**config.mk**
```make
export PLATFORM = sky130hd
export DESIGN_NAME = fetch_stage_flat
export DESIGN_NICKNAME = d
export VERILOG_FILES = /design/src/rtl/fetch_stage_if.sv /design/src/rtl/fetch_stage.sv /design/src/flat_wrapper.sv
export SDC_FILE = /design/constraint.sdc
export NUM_CORES = 1
export LEC_CHECK = 0
export ABC_AREA = 1
export BUFFER_PORTS_ARGS = -buffer_cell sky130_fd_sc_hd__clkbuf_2
export CAP_MARGIN = 20
export CELL_PAD_IN_SITES_DETAIL_PLACEMENT = 1
export CELL_PAD_IN_SITES_GLOBAL_PLACEMENT = 1
export CORE_MARGIN = 3
export CORE_UTILIZATION = 36
export CTS_CLUSTER_SIZE = 28
export DETAILED_ROUTE_END_ITERATION = 10
export HOLD_SLACK_MARGIN = 0.03
export MAX_ROUTING_LAYER = met4
export PLACE_DENSITY = 0.91
export SETUP_SLACK_MARGIN = 0.15
export SLEW_MARGIN = 15
export SYNTH_ARGS = -nofsm -noshare
export SYNTH_HDL_FRONTEND = slang
export SYNTH_SLANG_ARGS = --single-unit
```
**constraint.sdc**
```tcl
create_clock -name clk -period 1.83 [get_ports clk]
set_input_delay 0.4575 -clock clk [delete_from_list [all_inputs] [get_ports clk]]
set_output_delay 0.4575 -clock clk [all_outputs]
set_load 0.02 [all_outputs]
```
**src/rtl/fetch_stage_if.sv**
```systemverilog
// Signal bundle between the IF stage and its neighbours: hazard/EX controls,
// the instruction-memory port and the IF/ID register outputs.
interface fetch_stage_if;
    logic        stall_f;
    logic        stall_d;
    logic        flush_d;
    logic        pcsrc_e;
    logic [31:0] pc_target_e;
    logic [31:0] imem_a;
    logic [31:0] imem_rd;
    logic [31:0] instr_d;
    logic [31:0] pc_d;
    logic [31:0] pc_plus4_d;
    logic        valid_d;
    logic        misalign_err;
    logic        oob_err;
    logic [31:0] fetch_count;

    // Fetch-stage view.
    modport master (
        input  stall_f, stall_d, flush_d, pcsrc_e, pc_target_e, imem_rd,
        output imem_a, instr_d, pc_d, pc_plus4_d, valid_d,
        output misalign_err, oob_err, fetch_count
    );

    // Pipeline / memory view.
    modport slave (
        output stall_f, stall_d, flush_d, pcsrc_e, pc_target_e, imem_rd,
        input  imem_a, instr_d, pc_d, pc_plus4_d, valid_d,
        input  misalign_err, oob_err, fetch_count
    );
endinterface

```
**src/rtl/fetch_stage.sv**
```systemverilog
// RV32I instruction-fetch stage: PC register, IF/ID register, redirect and
// stall handling, sticky misalign / out-of-range flags and a fetch counter.
module fetch_stage #(
    parameter logic [31:0] RESET_PC   = 32'h0000_0000,
    parameter int          IMEM_WORDS = 64,
    parameter logic [31:0] NOP_INSTR  = 32'h0000_0013
) (
    input  logic           clk,
    input  logic           reset,
    fetch_stage_if.master  bus
);

    logic [31:0] pc_f;
    logic [31:0] pc_plus4_f;
    logic        oob_f;
    logic        bubble_d;
    logic        load_d;

    assign bus.imem_a = pc_f;
    assign pc_plus4_f = pc_f + 32'd4;
    assign oob_f      = (pc_f[31:2] >= 30'(IMEM_WORDS));

    // A taken redirect squashes the wrong-path instruction even if ID is stalled.
    assign bubble_d = bus.flush_d | bus.pcsrc_e;
    assign load_d   = !bubble_d && !bus.stall_d;

    always_ff @(posedge clk) begin
        if (reset) begin
            pc_f             <= RESET_PC;
            bus.instr_d      <= NOP_INSTR;
            bus.pc_d         <= 32'd0;
            bus.pc_plus4_d   <= 32'd0;
            bus.valid_d      <= 1'b0;
            bus.misalign_err <= 1'b0;
            bus.oob_err      <= 1'b0;
            bus.fetch_count  <= 32'd0;
        end else begin
            if (bus.pcsrc_e) begin
                pc_f <= {bus.pc_target_e[31:2], 2'b00};
                if (bus.pc_target_e[1:0] != 2'b00)
                    bus.misalign_err <= 1'b1;
            end else if (!bus.stall_f) begin
                pc_f <= pc_plus4_f;
            end

            if (bubble_d) begin
                bus.instr_d    <= NOP_INSTR;
                bus.pc_d       <= pc_f;
                bus.pc_plus4_d <= pc_plus4_f;
                bus.valid_d    <= 1'b0;
            end else if (load_d) begin
                bus.instr_d    <= oob_f ? NOP_INSTR : bus.imem_rd;
                bus.pc_d       <= pc_f;
                bus.pc_plus4_d <= pc_plus4_f;
                bus.valid_d    <= !oob_f;
                if (oob_f)
                    bus.oob_err <= 1'b1;
                else
                    bus.fetch_count <= bus.fetch_count + 32'd1;
            end
        end
    end

endmodule

```
**src/flat_wrapper.sv**
```systemverilog
// flat-port wrapper written by rule: the top's interface ports become plain ports
module fetch_stage_flat 
#(
    parameter logic [31:0] RESET_PC   = 32'h0000_0000,
    parameter int          IMEM_WORDS = 64,
    parameter logic [31:0] NOP_INSTR  = 32'h0000_0013
)
  (clk, reset, bus_stall_f, bus_stall_d, bus_flush_d, bus_pcsrc_e, bus_pc_target_e, bus_imem_rd, bus_imem_a, bus_instr_d, bus_pc_d, bus_pc_plus4_d, bus_valid_d, bus_misalign_err, bus_oob_err, bus_fetch_count);
  fetch_stage_if bus_i ();
  input  logic clk;
  input  logic reset;
  input wire logic [$bits(bus_i.stall_f)-1:0] bus_stall_f;
  input wire logic [$bits(bus_i.stall_d)-1:0] bus_stall_d;
  input wire logic [$bits(bus_i.flush_d)-1:0] bus_flush_d;
  input wire logic [$bits(bus_i.pcsrc_e)-1:0] bus_pcsrc_e;
  input wire logic [$bits(bus_i.pc_target_e)-1:0] bus_pc_target_e;
  input wire logic [$bits(bus_i.imem_rd)-1:0] bus_imem_rd;
  output wire logic [$bits(bus_i.imem_a)-1:0] bus_imem_a;
  output wire logic [$bits(bus_i.instr_d)-1:0] bus_instr_d;
  output wire logic [$bits(bus_i.pc_d)-1:0] bus_pc_d;
  output wire logic [$bits(bus_i.pc_plus4_d)-1:0] bus_pc_plus4_d;
  output wire logic [$bits(bus_i.valid_d)-1:0] bus_valid_d;
  output wire logic [$bits(bus_i.misalign_err)-1:0] bus_misalign_err;
  output wire logic [$bits(bus_i.oob_err)-1:0] bus_oob_err;
  output wire logic [$bits(bus_i.fetch_count)-1:0] bus_fetch_count;
  assign bus_i.stall_f = bus_stall_f;
  assign bus_i.stall_d = bus_stall_d;
  assign bus_i.flush_d = bus_flush_d;
  assign bus_i.pcsrc_e = bus_pcsrc_e;
  assign bus_i.pc_target_e = bus_pc_target_e;
  assign bus_i.imem_rd = bus_imem_rd;
  assign bus_imem_a = bus_i.imem_a;
  assign bus_instr_d = bus_i.instr_d;
  assign bus_pc_d = bus_i.pc_d;
  assign bus_pc_plus4_d = bus_i.pc_plus4_d;
  assign bus_valid_d = bus_i.valid_d;
  assign bus_misalign_err = bus_i.misalign_err;
  assign bus_oob_err = bus_i.oob_err;
  assign bus_fetch_count = bus_i.fetch_count;
  fetch_stage #(.RESET_PC(RESET_PC), .IMEM_WORDS(IMEM_WORDS), .NOP_INSTR(NOP_INSTR)) u_core (.clk(clk), .reset(reset), .bus(bus_i));
endmodule
```
==> impl_metrics.ini, run 1 <==
[timing]
worstMarginPinSlew_ps = 545
fmax_mhz = 581
hold_violations = 0
layout_setup_ws_ps = 110
finalClockSkew_ps = 14.8
fin_crit_sh = 0.940
fin_tns_setup_ps = 0
finalMaxSlewViolations = 0
relSlewSlack = 0.637
setup_violations = 0
fin_crit_ps = 1720
rsz0062_at_grt = yes

[synth]
synth_xor_area_frac = 0.0285
synth_top_family_by_area = simple AND/OR/NAND/NOR gates
synth_fa_ha_area_frac = 0.00489
syn-mean-instance-area_um2 = 6.61
synth_cell_types = 27
yosys_warnings = 0
synth_seq_cells = 157
yosys.area_share.simple = 0.296
synth_compound_area_frac = 0.164
synthMuxAreaShare = 0
syn_inst = 1160
synth_top_flop_cell = dfxtp_1
synth_enable_flop_cells = 0
synthArstFlopShare = 0
netlist_area_mm2 = 0.00767
ys_seq_area_frac = 0.410

[power_and_ir_drop]
p_clk_frac = 0.443
p_int_mw = 6.09
p_leak_nw = 4.73
sw_frac_of_total = 0.274
switchingPower_mw = 2.30
seqPwrFrac = 0.432
p_total_mw = 8.39
cellPowerDensity_mw_per_mm2 = 792
vdd_drop_max_mv = 0.596
combPwrFrac = 0.125

[job]
drv_cap = 0

[route]
antenna_left = 0
vias = 8985
post-route-drc-count = 0
routedWlPerCell_um = 19.0
dr.first_iter.drc_count = 563
dr.pass1.iters = 5
drt-total-wl_mm = 32.5
routed_via_density = 5.24

[clock_network]
cts.sinks = 157
numCtsBuffers = 17
path_clk_slew_ps = 70
clock_latency_ps = 440
cts-root-buf = clkbuf_16
tritoncts = built
clk_path_buf_depth = 2
cts_hold_buffers = 0
cts_max_level = 4

[status]
outcome = finished, final reports clean

[floorplan]
initial_core_util = 0.373
top_level_ports = 233
die_area_mm2 = 0.0231
rows = 52
die_y_um = 152
core_mm2 = 0.0206
die_width_um = 152

[critical_path]
slowest_stage = dfxtp_1
crit_fanout = 8
r2r_slack_ps = 110
cp_num_buf_inv = 4
critical-path-top-delay-family = simple AND/OR/NAND/NOR gates
reg2reg_to = u_core.bus.fetch_count[11]$_SDFFE_PP0P_
cp_cell_sequence = inv_1, nand3_1, nor2_2, buf_6, nand3_4, nor2_8, buf_12, buf_12, nand2_1, a21oi_2
criticalPathCategory = reg2reg
required_ps = 2190
crit_top_cell = buf_12
cp-end-kind = register
startpoint_type = register
cp.arrival_ps = 2080
ff2ff_path_depth = 10
slowest_delay_ps = 330
r2r_start = u_core.bus.imem_a[13]$_SDFFE_PP0P_

[placement]
dp_cells = 1674
place.detailed.hpwl_mm = 22.1
dpl_worst_slack_ps = 45.6
io_buffers = 226
gp_congestion = 0.958

[layout]
drive_above_1_share = 0.304
final_nets = 1505
area_growth_pct = 38.1
final_cells = 1715
layout_common_cells = nand2_1, clkbuf_2, dfxtp_1, inv_1, nor2_1
final_common_cell = nand2_1
diodes = 0

[worst_hold_path]
min_path_cells = 3
hp-start = bus_imem_rd[19]
hold_path.class = in2reg
hold_end = u_core.bus.instr_d[19]$_SDFFE_PP0P_

[grt]
grt_pass1_wl_mm = 48.5
grt_use_total = 0.262
overflow = 0
grt_max_degree = 62
antenna_found_initial = 0
first_global_vias = 9179
## flip-flops by register name, summed over array words and instances, names as in the netlist
register	flops
u_core.bus.pc_plus4_d	30
u_core.bus.instr_d	32
u_core.bus.misalign_err	1
u_core.bus.pc_d	30
u_core.bus.valid_d	1
u_core.bus.oob_err	1
u_core.bus.imem_a	30
u_core.bus.fetch_count	32
## worst min-delay path: cells and delay by family
| family | cells | cell delay [ps] |
|---|---|---|
| simple gates | 1 | 50 |
| buf+inv | 1 | 80 |
| compound gates | 1 | 50 |
## what timing repair did
item                                    CTS  global route
pin swaps                                 1            15
gates cloned                              0             7
buffers inserted                          0             2
gates resized for setup                  13           111
endpoints found under the setup margin   44           103
## stage by stage
step,util,instance area [um2],hold WS (ps)
3_3_place_gp,0.459,9440,452
6_report,0.515,10600,247
4_1_cts,0.490,10100,232
2_1_floorplan,-,7690,526
5_1_grt,0.515,10600,237
3_5_place_dp,0.459,9440,458
## metal layers
metal / wire length (um) / GRT usage / share of wire
met1: 13500 / 0.316 / 0.42
met2: 16100 / 0.440 / 0.50
met3: 1770 / 0.0512 / 0.054
met4: 1130 / 0.0916 / 0.035
met5: 0 / - / 0
## how the worst max path moves through the flow
stage / startpoint / endpoint / slack (ps) / cells past startpoint
3_3_place_gp: u_core.bus.imem_a[3]$_SDFFE_PP0P_ / u_core.bus.imem_a[12]$_SDFFE_PP0P_ / 130 / 7
3_5_place_dp: u_core.bus.imem_a[3]$_SDFFE_PP0P_ / u_core.bus.imem_a[12]$_SDFFE_PP0P_ / 50 / 7
6_report: u_core.bus.imem_a[13]$_SDFFE_PP0P_ / u_core.bus.fetch_count[11]$_SDFFE_PP0P_ / 110 / 10
2_1_floorplan: u_core.bus.imem_a[3]$_SDFFE_PP0P_ / u_core.bus.imem_a[12]$_SDFFE_PP0P_ / 160 / 7
4_1_cts: u_core.bus.imem_a[3]$_SDFFE_PP0P_ / u_core.bus.pc_plus4_d[19]$_SDFFE_PP0P_ / 120 / 8
5_1_grt: u_core.bus.imem_a[12]$_SDFFE_PP0P_ / u_core.bus.imem_a[27]$_SDFFE_PP0P_ / 50 / 9
## power groups by stage
stage / Combinational, mW / Sequential, mW / Clock (mW)
finish: 1.05 / 3.62 / 3.72
global route: 1.13 / 3.63 / 3.91
CTS: 1.00 / 3.61 / 3.76
detailed placement: 0.989 / 3.69 / 0
global placement: 0.962 / 3.68 / 0
floorplan: 0.382 / 3.84 / 0
## logic make-up (layout without fill, tap and decap cells)
| kind of cell | Yosys count | in the layout |
|---|---|---|
| other | 1 | 6 |
| AO/OA/AOI/OAI | 235 | 235 |
| XOR/XNOR | 25 | 25 |
| adder cells (fa/ha/maj) | 3 | 3 |
| buffers and inverters | 166 | 446 |
| AND/OR/NAND/NOR | 573 | 573 |
| flip-flops | 157 | 157 |
## layout make-up
type / instances / area, um2
clock buffers: 22 / 454
clock inverters: 10 / 140
fillers: 2748 / 9960
inverters: 110 / 413
multi-input cells: 842 / 4140
flip-flops and latches: 157 / 3170
well taps: 270 / 338
repair buffers: 304 / 1940
## cell usage after synthesis (2+ instances only)
cell,instances,area share
nand2_1,382,0.19
dfxtp_1,157,0.41
nor2_1,144,0.070
a21oi_1,106,0.069
inv_1,106,0.052
o21ai_0,85,0.055
nand3_1,39,0.025
clkbuf_1,30,0.015
o21bai_1,25,0.024
xor2_1,18,0.021
buf_6,11,0.016
o21ai_1,9,0.0059
a31oi_1,7,0.0057
buf_2,7,0.0046
buf_4,7,0.0069
xnor2_1,7,0.0080
ha_1,3,0.0049
nand4_1,3,0.0024
nor2_8,3,0.0078
a22o_1,2,0.0023
clkinv_1,2,0.00098
inv_2,2,0.00098
(Power assumes the default switching activity.)
==> run 2, diff against run 1 <==
RECOVER_POWER = 50   (was default)
==> run 2 against run 1 <==
Clock skew is essentially flat. Final cell count is the same. Clock power is essentially flat.
==> impl_metrics.ini, run 2 (synthesized netlist as in run 1, its figures left out) <==
[route]
post-route-drc-count = 0
routed_via_density = 5.27
dr.first_iter.drc_count = 506
routedWlPerCell_um = 19.0
vias = 9044
drt-total-wl_mm = 32.5
antenna_left = 0
dr.pass1.iters = 5

[critical_path]
criticalPathCategory = reg2reg
required_ps = 2190
startpoint_type = register
crit_top_cell = buf_12
r2r_slack_ps = 110
slowest_delay_ps = 320
cp-end-kind = register
cp.arrival_ps = 2080
slowest_stage = dfxtp_1
cp_cell_sequence = inv_1, nand3_1, nor2_2, buf_6, nand3_4, nor2_8, buf_12, buf_12, nand2_1, a21oi_2
crit_fanout = 8

[timing]
fin_crit_ps = 1720
rsz0062_at_grt = yes
fin_crit_sh = 0.939
relSlewSlack = 0.632
fin_tns_setup_ps = 0
whs_ps = 248
fmax_mhz = 582
finalClockSkew_ps = 14.8
setup_violations = 0
worstMarginPinSlew_ps = 552
finalMaxSlewViolations = 0
hold_violations = 0

[layout]
top_regs = u_core.bus.fetch_count (32), u_core.bus.instr_d (32)
diodes = 0
final_nets = 1505
layout_common_cells = nand2_1, dfxtp_1, clkbuf_2, clkbuf_1, inv_1
area_growth_pct = 35.9
drive_above_1_share = 0.229
design_area_mm2 = 0.0104
final_cells = 1715
fin_util = 0.507
final_common_cell = nand2_1

[worst_hold_path]
hold_path.class = in2reg

[floorplan]
die_width_um = 152
top_level_ports = 233
die_y_um = 152
die_area_mm2 = 0.0231
rows = 52
core_mm2 = 0.0206
initial_core_util = 0.373

[clock_network]
tritoncts = built
cts.sinks = 157
numCtsBuffers = 17
clock_latency_ps = 440
cts_max_level = 4
path_clk_slew_ps = 70
clk_path_buf_depth = 2
cts-root-buf = clkbuf_16
cts_hold_buffers = 0

[grt]
overflow = 0
grt_pass1_wl_mm = 48.5
first_global_vias = 9179
met1_usage = 0.316
grt_max_degree = 62
grt_use_total = 0.262
grt_use_met2 = 0.440
top_usage_layer = met2
antenna_found_initial = 0
global_route.usage.met3 = 0.0512

[placement]
dp_cells = 1674
io_buffers = 226
place.detailed.hpwl_mm = 22.1
post_dp_cell_area_mm2 = 0.00944
gp_congestion = 0.958

[job]
drv_cap = 0

[status]
outcome = finished, final reports clean

[power_and_ir_drop]
p_leak_nw = 4.35
vdd_drop_max_mv = 0.594
cellPowerDensity_mw_per_mm2 = 801
run 2: cell types whose count changed in the layout (fill, tap and decap cells not counted):
cell	before	now
buf_4	59	53
dfxtp_2	16	15
clkbuf_2	226	125
dfxtp_1	140	141
nor2_1	97	98
nor2_8	3	2
clkbuf_1	4	111
run 2: power by group:
| group | total [mW] | leakage (nW) | internal, mW | switching (mW) |
|---|---|---|---|---|
| registers | 3.62 | 1.29 | 3.54 | 0.0837 |
| clock network | 3.71 | 0.280 | 2.18 | 1.53 |
| logic | 1.02 | 2.78 | 0.342 | 0.679 |
| total | 8.36 | 4.35 | 6.06 | 2.29 |
run 2: per-layer routing:
metal	share of wire	up-vias
met2	0.49	335
li1	-	4196
met1	0.42	4422
met4	0.035	0
met3	0.057	91
met5	0	-
run 2: worst paths after layout:
| check | start | to | depth (start not counted) |
|---|---|---|---|
| worst max-delay path | u_core.bus.imem_a[13]$_SDFFE_PP0P_ | u_core.bus.fetch_count[11]$_SDFFE_PP0P_ | 10 |
| worst min register to register | u_core.bus.instr_d[26]$_SDFFE_PP0P_ | u_core.bus.instr_d[26]$_SDFFE_PP0P_ | 2 |
| worst min-delay path | bus_imem_rd[19] | u_core.bus.instr_d[19]$_SDFFE_PP0P_ | 3 |
| worst max register to register | u_core.bus.imem_a[13]$_SDFFE_PP0P_ | u_core.bus.fetch_count[11]$_SDFFE_PP0P_ | 10 |
run 2: layout make-up:
cell class                 instances  area, um2
timing repair buffer             304       1790
fill                            2802      10100
clock inverter                    10        140
inverter                         110        413
tap                              270        338
clock buffer                      22        454
sequential                       157       3170
multi-input combinational        842       4130
run 2: what timing repair did:
action | 4_1_cts | 5_1_grt
cloned | 0 | 7
setup endpoints to repair | 44 | 103
resized for setup | 13 | 111
pin swaps | 1 | 15
setup buffers | 0 | 2
run 2: worst max-delay path: cells and delay by family, from the launching register on:
| kind | cells | cell delay, ps |
|---|---|---|
| AO/OA/AOI/OAI | 1 | 170 |
| AND/OR/NAND/NOR | 5 | 590 |
| flip-flops | 1 | 320 |
| buffers and inverters | 4 | 560 |
run 2: per-stage QoR:
stage | worst slack, ps | power, mW
final | 112 | 8.36
after global routing | 49.3 | 8.65
after CTS | 116 | 8.38
after detailed placement | 45.6 | 4.68
after global placement | 131 | 4.64
after floorplan | 156 | 4.22
